`src/rtl/uart_pkg.sv`:
```
// Shared types and constants for the UART receive-side FIFO controller.
package uart_pkg;

  localparam int TOUT_CHARS = 4;
  localparam int OVERSAMPLE = 16;

  typedef enum logic [1:0] {
    TRIG_1  = 2'b00,
    TRIG_4  = 2'b01,
    TRIG_8  = 2'b10,
    TRIG_14 = 2'b11
  } trig_sel_t;

  typedef struct packed {
    logic brk;
    logic fe;
    logic pe;
  } rx_err_t;

  // rda_irq asserts when occupancy strictly exceeds this value.
  function automatic logic [3:0] trig_threshold(input trig_sel_t sel);
    case (sel)
      TRIG_1:  return 4'd0;
      TRIG_4:  return 4'd3;
      TRIG_8:  return 4'd7;
      default: return 4'd13;
    endcase
  endfunction

endpackage

```
`src/rtl/uart_sync_fifo.sv`:
```
// Synchronous show-ahead FIFO; full/empty derive from the occupancy count.
module uart_sync_fifo #(
  parameter int DEPTH = 16,
  parameter int W     = 11
) (
  input  logic                     clk,
  input  logic                     rst,
  input  logic                     clr,
  input  logic                     push,
  input  logic [W-1:0]             wdata,
  input  logic                     pop,
  output logic [W-1:0]             rdata,
  output logic [$clog2(DEPTH):0]   count,
  output logic                     empty,
  output logic                     full,
  output logic                     push_acc,
  output logic                     pop_acc
);

  localparam int AW = $clog2(DEPTH);

  logic [W-1:0]  mem [DEPTH];
  logic [AW-1:0] wr_ptr;
  logic [AW-1:0] rd_ptr;

  assign empty = (count == '0);
  assign full  = (count == ($clog2(DEPTH)+1)'(DEPTH));

  // A full FIFO still accepts a push when a pop frees a slot in the same cycle.
  assign pop_acc  = pop && !empty && !clr;
  assign push_acc = push && !clr && (!full || pop_acc);

  assign rdata = empty ? '0 : mem[rd_ptr];

  // NOTE: storage has no reset; entries are only visible once count covers them.
  always_ff @(posedge clk) begin
    if (push_acc) mem[wr_ptr] <= wdata;
  end

  // NOTE: sequential state uses non-blocking assignments so every register
  // samples pre-edge values regardless of block ordering.
  always_ff @(posedge clk) begin
    if (rst || clr) begin
      wr_ptr <= '0;
      rd_ptr <= '0;
      count  <= '0;
    end else begin
      if (push_acc) wr_ptr <= wr_ptr + 1'b1;
      if (pop_acc)  rd_ptr <= rd_ptr + 1'b1;
      case ({push_acc, pop_acc})
        2'b10:   count <= count + 1'b1;
        2'b01:   count <= count - 1'b1;
        default: count <= count;
      endcase
    end
  end

endmodule

```
`src/rtl/uart_rx_fifo_ctrl.sv`:
```
// UART receive FIFO with trigger-level, character-timeout, overrun and
// error-in-FIFO interrupt sources for the register block.
module uart_rx_fifo_ctrl
  import uart_pkg::*;
#(
  parameter int DEPTH  = 16,
  parameter int DATA_W = 8
) (
  input  logic                     clk,
  input  logic                     rst,
  input  logic                     baud_tick,
  input  logic [3:0]               char_bits,
  input  logic [1:0]               trig_sel,
  input  logic                     fifo_clr,
  input  logic                     push,
  input  logic [DATA_W-1:0]        push_data,
  input  logic [2:0]               push_err,
  input  logic                     pop,
  output logic [DATA_W-1:0]        rd_data,
  output logic [2:0]               rd_err,
  output logic [$clog2(DEPTH):0]   count,
  output logic                     empty,
  output logic                     full,
  output logic                     rda_irq,
  output logic                     timeout_irq,
  output logic                     overrun,
  output logic                     err_in_fifo
);

  localparam int CW = $clog2(DEPTH) + 1;
  localparam logic [9:0] TOUT_SCALE = 10'(TOUT_CHARS * OVERSAMPLE);

  logic          push_acc;
  logic          pop_acc;
  logic [CW-1:0] err_cnt;
  logic [9:0]    tout_cnt;
  logic [9:0]    tout_limit;

  uart_sync_fifo #(
    .DEPTH (DEPTH),
    .W     (DATA_W + 3)
  ) u_fifo (
    .clk      (clk),
    .rst      (rst),
    .clr      (fifo_clr),
    .push     (push),
    .wdata    ({push_err, push_data}),
    .pop      (pop),
    .rdata    ({rd_err, rd_data}),
    .count    (count),
    .empty    (empty),
    .full     (full),
    .push_acc (push_acc),
    .pop_acc  (pop_acc)
  );

  assign rda_irq = (count > CW'(trig_threshold(trig_sel_t'(trig_sel))));

  // Four character times measured in oversample ticks.
  assign tout_limit  = TOUT_SCALE * {6'd0, char_bits};
  assign timeout_irq = !empty && (tout_cnt == tout_limit);

  always_ff @(posedge clk) begin
    if (rst || fifo_clr || push_acc || pop_acc || empty) begin
      tout_cnt <= '0;
    end else if (baud_tick && (tout_cnt < tout_limit)) begin
      tout_cnt <= tout_cnt + 1'b1;
    end
  end

  // Tracks how many stored entries carry an error so the LSR bit is O(1).
  always_ff @(posedge clk) begin
    if (rst || fifo_clr) begin
      err_cnt <= '0;
    end else begin
      case ({push_acc && (push_err != 3'b000), pop_acc && (rd_err != 3'b000)})
        2'b10:   err_cnt <= err_cnt + 1'b1;
        2'b01:   err_cnt <= err_cnt - 1'b1;
        default: err_cnt <= err_cnt;
      endcase
    end
  end

  assign err_in_fifo = (err_cnt != '0);

  // Overrun is flagged the cycle after a push is refused by a full FIFO.
  always_ff @(posedge clk) begin
    if (rst) overrun <= 1'b0;
    else     overrun <= push && !fifo_clr && !push_acc;
  end

endmodule

```
`config.mk`:
```
export PLATFORM = sky130hd
export DESIGN_NAME = uart_rx_fifo_ctrl
export DESIGN_NICKNAME = d
export VERILOG_FILES = /design/src/rtl/uart_pkg.sv /design/src/rtl/uart_sync_fifo.sv /design/src/rtl/uart_rx_fifo_ctrl.sv
export SDC_FILE = /design/constraint.sdc
export NUM_CORES = 1
export LEC_CHECK = 0
export ABC_CLOCK_PERIOD_IN_PS = 3600
export CAP_MARGIN = 20
export CORE_MARGIN = 8
export CORE_UTILIZATION = 54
export DETAILED_ROUTE_END_ITERATION = 12
export GPL_ROUTABILITY_DRIVEN = 0
export PLACE_DENSITY = 0.76
export SYNTH_ARGS = -nofsm -noshare
export SYNTH_HDL_FRONTEND = slang
export SYNTH_SLANG_ARGS = --single-unit
```
`constraint.sdc`:
```
create_clock -name clk -period 3.6 [get_ports clk]
set_clock_uncertainty 0.15 [all_clocks]
set_input_delay 0.72 -clock clk [delete_from_list [all_inputs] [get_ports clk]]
set_output_delay 0.72 -clock clk [all_outputs]
set_load 0.01 [all_outputs]
```
Yosys cells after proc, flatten, opt, wreduce, memory -nomap -nowiden
Memories as Yosys holds them, arrays and structs flattened. A register that Yosys moved wholly into a read port is not among the register bits.
Index checks and enable logic that the tools add are counted.
{"block": "totals", "reg_bits": 29, "ramBits": 176, "input_bits": 23, "out_inout_bits": 22, "wordCells": 57, "memories": 1}
{"name": "u_fifo.mem", "depth": 16, "width": 11, "read_ports": 1, "rd_ports_with_merged_regs": 1, "write_ports": 1, "line": "uart_sync_fifo.sv:22", "text": "logic [W-1:0] mem [DEPTH];"}
{"block": "classes", "addsub": 7, "n_lt_le_gt_ge": 2, "n_eq_ne": 8, "n_mux": 8, "reduce_logical": 25}
{"op": "$pmux W5 S2", "n": 2}
{"op": "$pmux W4 S3", "n": 1}
{"op": "$mux W11", "n": 1}
{"op": "$add A10 B1 Y10 const B", "n": 1}
{"op": "$add A5 B1 Y5 const B", "n": 2}
{"op": "$eq A10 B10 Y1", "n": 1}
{"op": "$lt A10 B10 Y1", "n": 1}
{"op": "$sub A5 B1 Y5 const B", "n": 2}
{"op": "$logic_and A1 B1 Y1", "n": 9}
{"op": "$add A4 B1 Y4 const B", "n": 2}
{"op": "$mux W4", "n": 2}
{"op": "$eq A2 B1 Y1 const B", "n": 3}
{"op": "$eq A2 B2 Y1 const B", "n": 3}
{"op": "$reduce_bool A3 Y1", "n": 2}
{"op": "$eq A5 B5 Y1 const B", "n": 1}
{"op": "$gt A5 B4 Y1", "n": 1}
{"op": "$logic_not A5 Y1", "n": 1}
{"op": "$logic_or A1 B1 Y1", "n": 5}
{"op": "$reduce_bool A5 Y1", "n": 1}
{"op": "$logic_not A1 Y1", "n": 4}
{"op": "$reduce_bool A2 Y1", "n": 2}
{"op": "$logic_not A2 Y1", "n": 1}
{"op": "$mux W1", "n": 2}

Logic depth before layout (Yosys ltp)
{"block": "depth", "ltp_word": 9, "ltp_mapped": 14, "depth_no_buf": 12}

Hierarchy
Synthesis repeated with hierarchy kept, for this count alone.
{"block": "hier_totals", "cells_unflattened": 571, "area_unflattened_um2": 9268.9}
{"mod": "uart_sync_fifo", "instances": 1, "cells_per_inst": 418, "area_each_um2": 7993.9, "seq_area_each_um2": 5625.4}
{"mod": "uart_rx_fifo_ctrl", "instances": 1, "cells_per_inst": 153, "area_each_um2": 1275.0, "seq_area_each_um2": 320.3}

Worst setup path before layout
No wires, ideal clock.
{"block": "synth_timing", "path_type": "flip-flop to flip-flop", "startpoint": "register with a tool-made name", "endpoint": "register err_cnt[4]", "setup_ns": 0.070, "arrival_time_ns": 3.375, "required_ns": 3.380, "slack_ns": 0.004, "stages_incl_launch_ff": 13, "path_buffers": 2, "synth_period_minus_slack_ns": 3.596, "path_cell_list": "dfxtp_1 > buf_2 > buf_4 > mux4_2 > mux4_2 > o21a_1 > ha_1 > fa_1 > a21o_1 > a21oi_1 > xor2_1 > or3_1 > a21oi_1"}
{"element": "to (signal assigned)", "line": "uart_rx_fifo_ctrl.sv:77", "text": "2'b10: err_cnt <= err_cnt + 1'b1;"}
{"element": "to (signal assigned)", "line": "uart_rx_fifo_ctrl.sv:78", "text": "2'b01: err_cnt <= err_cnt - 1'b1;"}
{"element": "to (signal assigned)", "line": "uart_rx_fifo_ctrl.sv:79", "text": "default: err_cnt <= err_cnt;"}
{"element": "to (decl)", "line": "uart_rx_fifo_ctrl.sv:35", "text": "logic [CW-1:0] err_cnt;"}

==> metrics.yaml <==
pwr:
  seqPwrFrac_pct: 53.5
  worst_ir_drop_vdd_v: 0.000507
  p_clk_share_pct: 43.2
  combPwrFrac_pct: 3.3
  cellLeakagePower_nw: 3.58
  p_int_mw: 3.99
  swShare_pct: 18.9
  power.switching_mw: 0.930
  power_density_mw_per_mm2: 469
global_routing:
  grt_util_met1_pct: 23.5
  antenna_found_initial: 0
  busiest_layer: "met2"
  grt-ovfl-total: 0
  grt_pass1_wl_um: 28900
  use_met3_pct: 2.95
  met2_usage_pct: 33.0
  grt_pass1_vias: 5204
  grt_max_degree: 22
  grt_use_total_pct: 18.6
clock_tree:
  hold_buffers: 0
  cts.clk_slew.worst_paths_ps: 60
  cts_buffer_depth: 3
  root_buffer: "clkbuf_16"
  ctsHtreeMaxLevel: 1
  cts.sinks: 209
  cts_buffers: 21
  clock_latency_ps: 490
  cts_tree: "built"
critical_path:
  cp_max_fo: 11
  arrival_ps: 2650
  crit_end: "rd_data[7]"
  cp.required_ps: 2730
  rr_endpoint: "err_cnt[4]"
  crit_path_end_kind: "primary output"
  startpoint_type: "flop"
  rr_worst_depth: 11
  rrSetupSlack_ps: 100
  worstSetupPathType: "reg -> out"
final_layout:
  diodes: 0
  stdcell_count: 843
  fin_area_mm2: 0.0105
  nets: 664
  drive_gt1_share_pct: 23.9
  n_fill_cell: 1080
  syn2layout_area_growth_pct: 19.8
  utilization_pct: 66.1
drt:
  dr_total_vias: 5054
  wirelength_um: 18600
  firstDrtPassIters: 5
  wl_per_cell_um: 22.1
  drt_iter0_markers: 466
  drcViolationCount: 0
  vias_per_cell: 6.00
  ant_nets: 0
yosys:
  ys_types: 44
  netlist.area_leader.share_pct: 60.3
  synth_warnings: 0
  synth_area_per_cell_um2: 16.8
  ys_seq_area_share_pct: 67.9
  syn_inst: 520
  synth-edff-count: 176
  ys.flop_type: "edfxtp_1"
  synth-async-reset-ratio_pct: 0
  yosysTopAreaCell: "edfxtp_1"
  ys_seq_elements: 209
  synth_commonest_cells: "edfxtp_1 (176), mux4_2 (53), dfxtp_1 (33)"
  syn_area_mm2: 0.00876
  syn-num-nets: 570
  synth_top_cells_by_area: "edfxtp_1 (60%), mux4_2 (14%), dfxtp_1 (7.5%), ha_1 (3.6%), nor2_1 (1.4%)"
  yosysMostFrequentCell: "edfxtp_1"
floorplan:
  start_util_pct: 55.1
  die_area_mm2: 0.0206
  core_area_mm2: 0.0159
  die_h_um: 143
  num_io_pins: 45
  die_x_um: 143
  rows: 46
flow_run:
  maxCapViolations: 0
place:
  dp.final_hpwl_um: 12100
  dp_cells: 804
  port-buffer-count: 44
  placed_area_mm2: 0.00978
timing:
  tightest_slew_ps: 705
  drv_slew: 0
  fin_crit_sh_pct: 97.7
  finalHoldViolCount: 0
  slew_headroom_pct: 52.7
  setup-violations-final: 0
  period_needed_ps: 3520
  fmax_ghz: 0.284
min_path:
  hold_class: "reg -> reg"
  hold_start: "tout_cnt[9]"
status:
  outcome: "complete, no violations"
==> per-stage QoR <==
| stage | TNS (ps) | hold slack, ps | setup WS [ps] | power, mW |
|---|---|---|---|---|
| final | 0 | 359 | 81.3 | 4.92 |
| after global routing | -13.7 | 382 | -13.7 | 5.07 |
| after CTS | 0 | 355 | 8.11 | 4.96 |
| after detailed placement | -526 | 344 | -292 | 2.85 |
| after global placement | -341 | 324 | -235 | 2.84 |
| after floorplan | 0 | 306 | 4.33 | 2.75 |
==> worst min-delay path by stage <==
stage                  end  slack, ps  depth (start not counted)
4_1_cts        tout_cnt[9]        350                          2
5_1_grt        tout_cnt[9]        380                          2
3_5_place_dp   tout_cnt[9]        340                          2
6_report       tout_cnt[9]        360                          2
3_3_place_gp   tout_cnt[5]        320                          2
2_1_floorplan  tout_cnt[9]        310                          2
==> cell type report <==
class,count,area [um^2],share of cell area [%]
Multi-Input combinational cell,267,2660,25.4
Tap cell,216,270,2.57
Clock inverter,10,126,1.20
Sequential cell,209,5950,56.7
Timing Repair Buffer,93,860,8.19
Inverter,22,82.6,0.787
Clock buffer,26,544,5.19
==> timing repair <==
item,4_1_cts,5_1_grt
endpoints found under the setup margin,10,6
resized for setup,16,10
buffers inserted,3,0
pin swaps,0,0
==> routing by layer <==
layer | share of wire [%] | routed length (um) | up-vias
met5 | 0 | 0 | -
met4 | 2.3 | 430 | 0
met3 | 6.0 | 1120 | 37
met2 | 52 | 9640 | 187
met1 | 40 | 7430 | 2596
li1 | - | - | 2234
==> worst max-delay path, cell delays in order (launching register included) <==
cell,delay (ps)
dfxtp_4,370
buf_12,150
buf_4,200
mux4_2,530
mux4_2,470
nor2b_1,140
dlygate4sd2_1,300
==> cells in the final DEF (no fill, tap or decap), drive strengths merged, types with 5 or more instances in the layout <==
cell type,instances
nor3,6
ha,25
nor2,32
a21oi,23
clkinv,6
nor2b,17
o21ai,14
xor2,7
clkbuf,28
dfxtp,33
inv,23
buf,49
o31ai,8
dlygate4sd2,7
clkdlybuf4s50,33
nand3,9
nand2,17
or3,5
edfxtp,176
mux4,53
or4,10
==> power groups by stage <==
| stage | sequential (mW) | clock, mW | combinational (mW) |
|---|---|---|---|
| CTS | 2.63 | 2.16 | 0.163 |
| global placement | 2.68 | 0 | 0.155 |
| floorplan | 2.68 | 0 | 0.0686 |
| finish | 2.63 | 2.12 | 0.162 |
| global route | 2.63 | 2.25 | 0.178 |
| detailed placement | 2.69 | 0 | 0.164 |
==> state kept, by name (all words and copies together), names as in the netlist, named ones only <==
signal         flops
u_fifo.mem       176
u_fifo.rd_ptr      4
tout_cnt          10
overrun            1
u_fifo.wr_ptr      4
u_fifo.count       5
err_cnt            5
==> logic make-up after synthesis <==
group,share of synthesized area [%]
flops,67.9
simple gates,6.90
fa+ha+maj,4.03
xor+xnor,1.10
mux,13.9
compound gates,4.20
buf+inv,2.04
No activity file was read; power rests on OpenSTA's default activity.
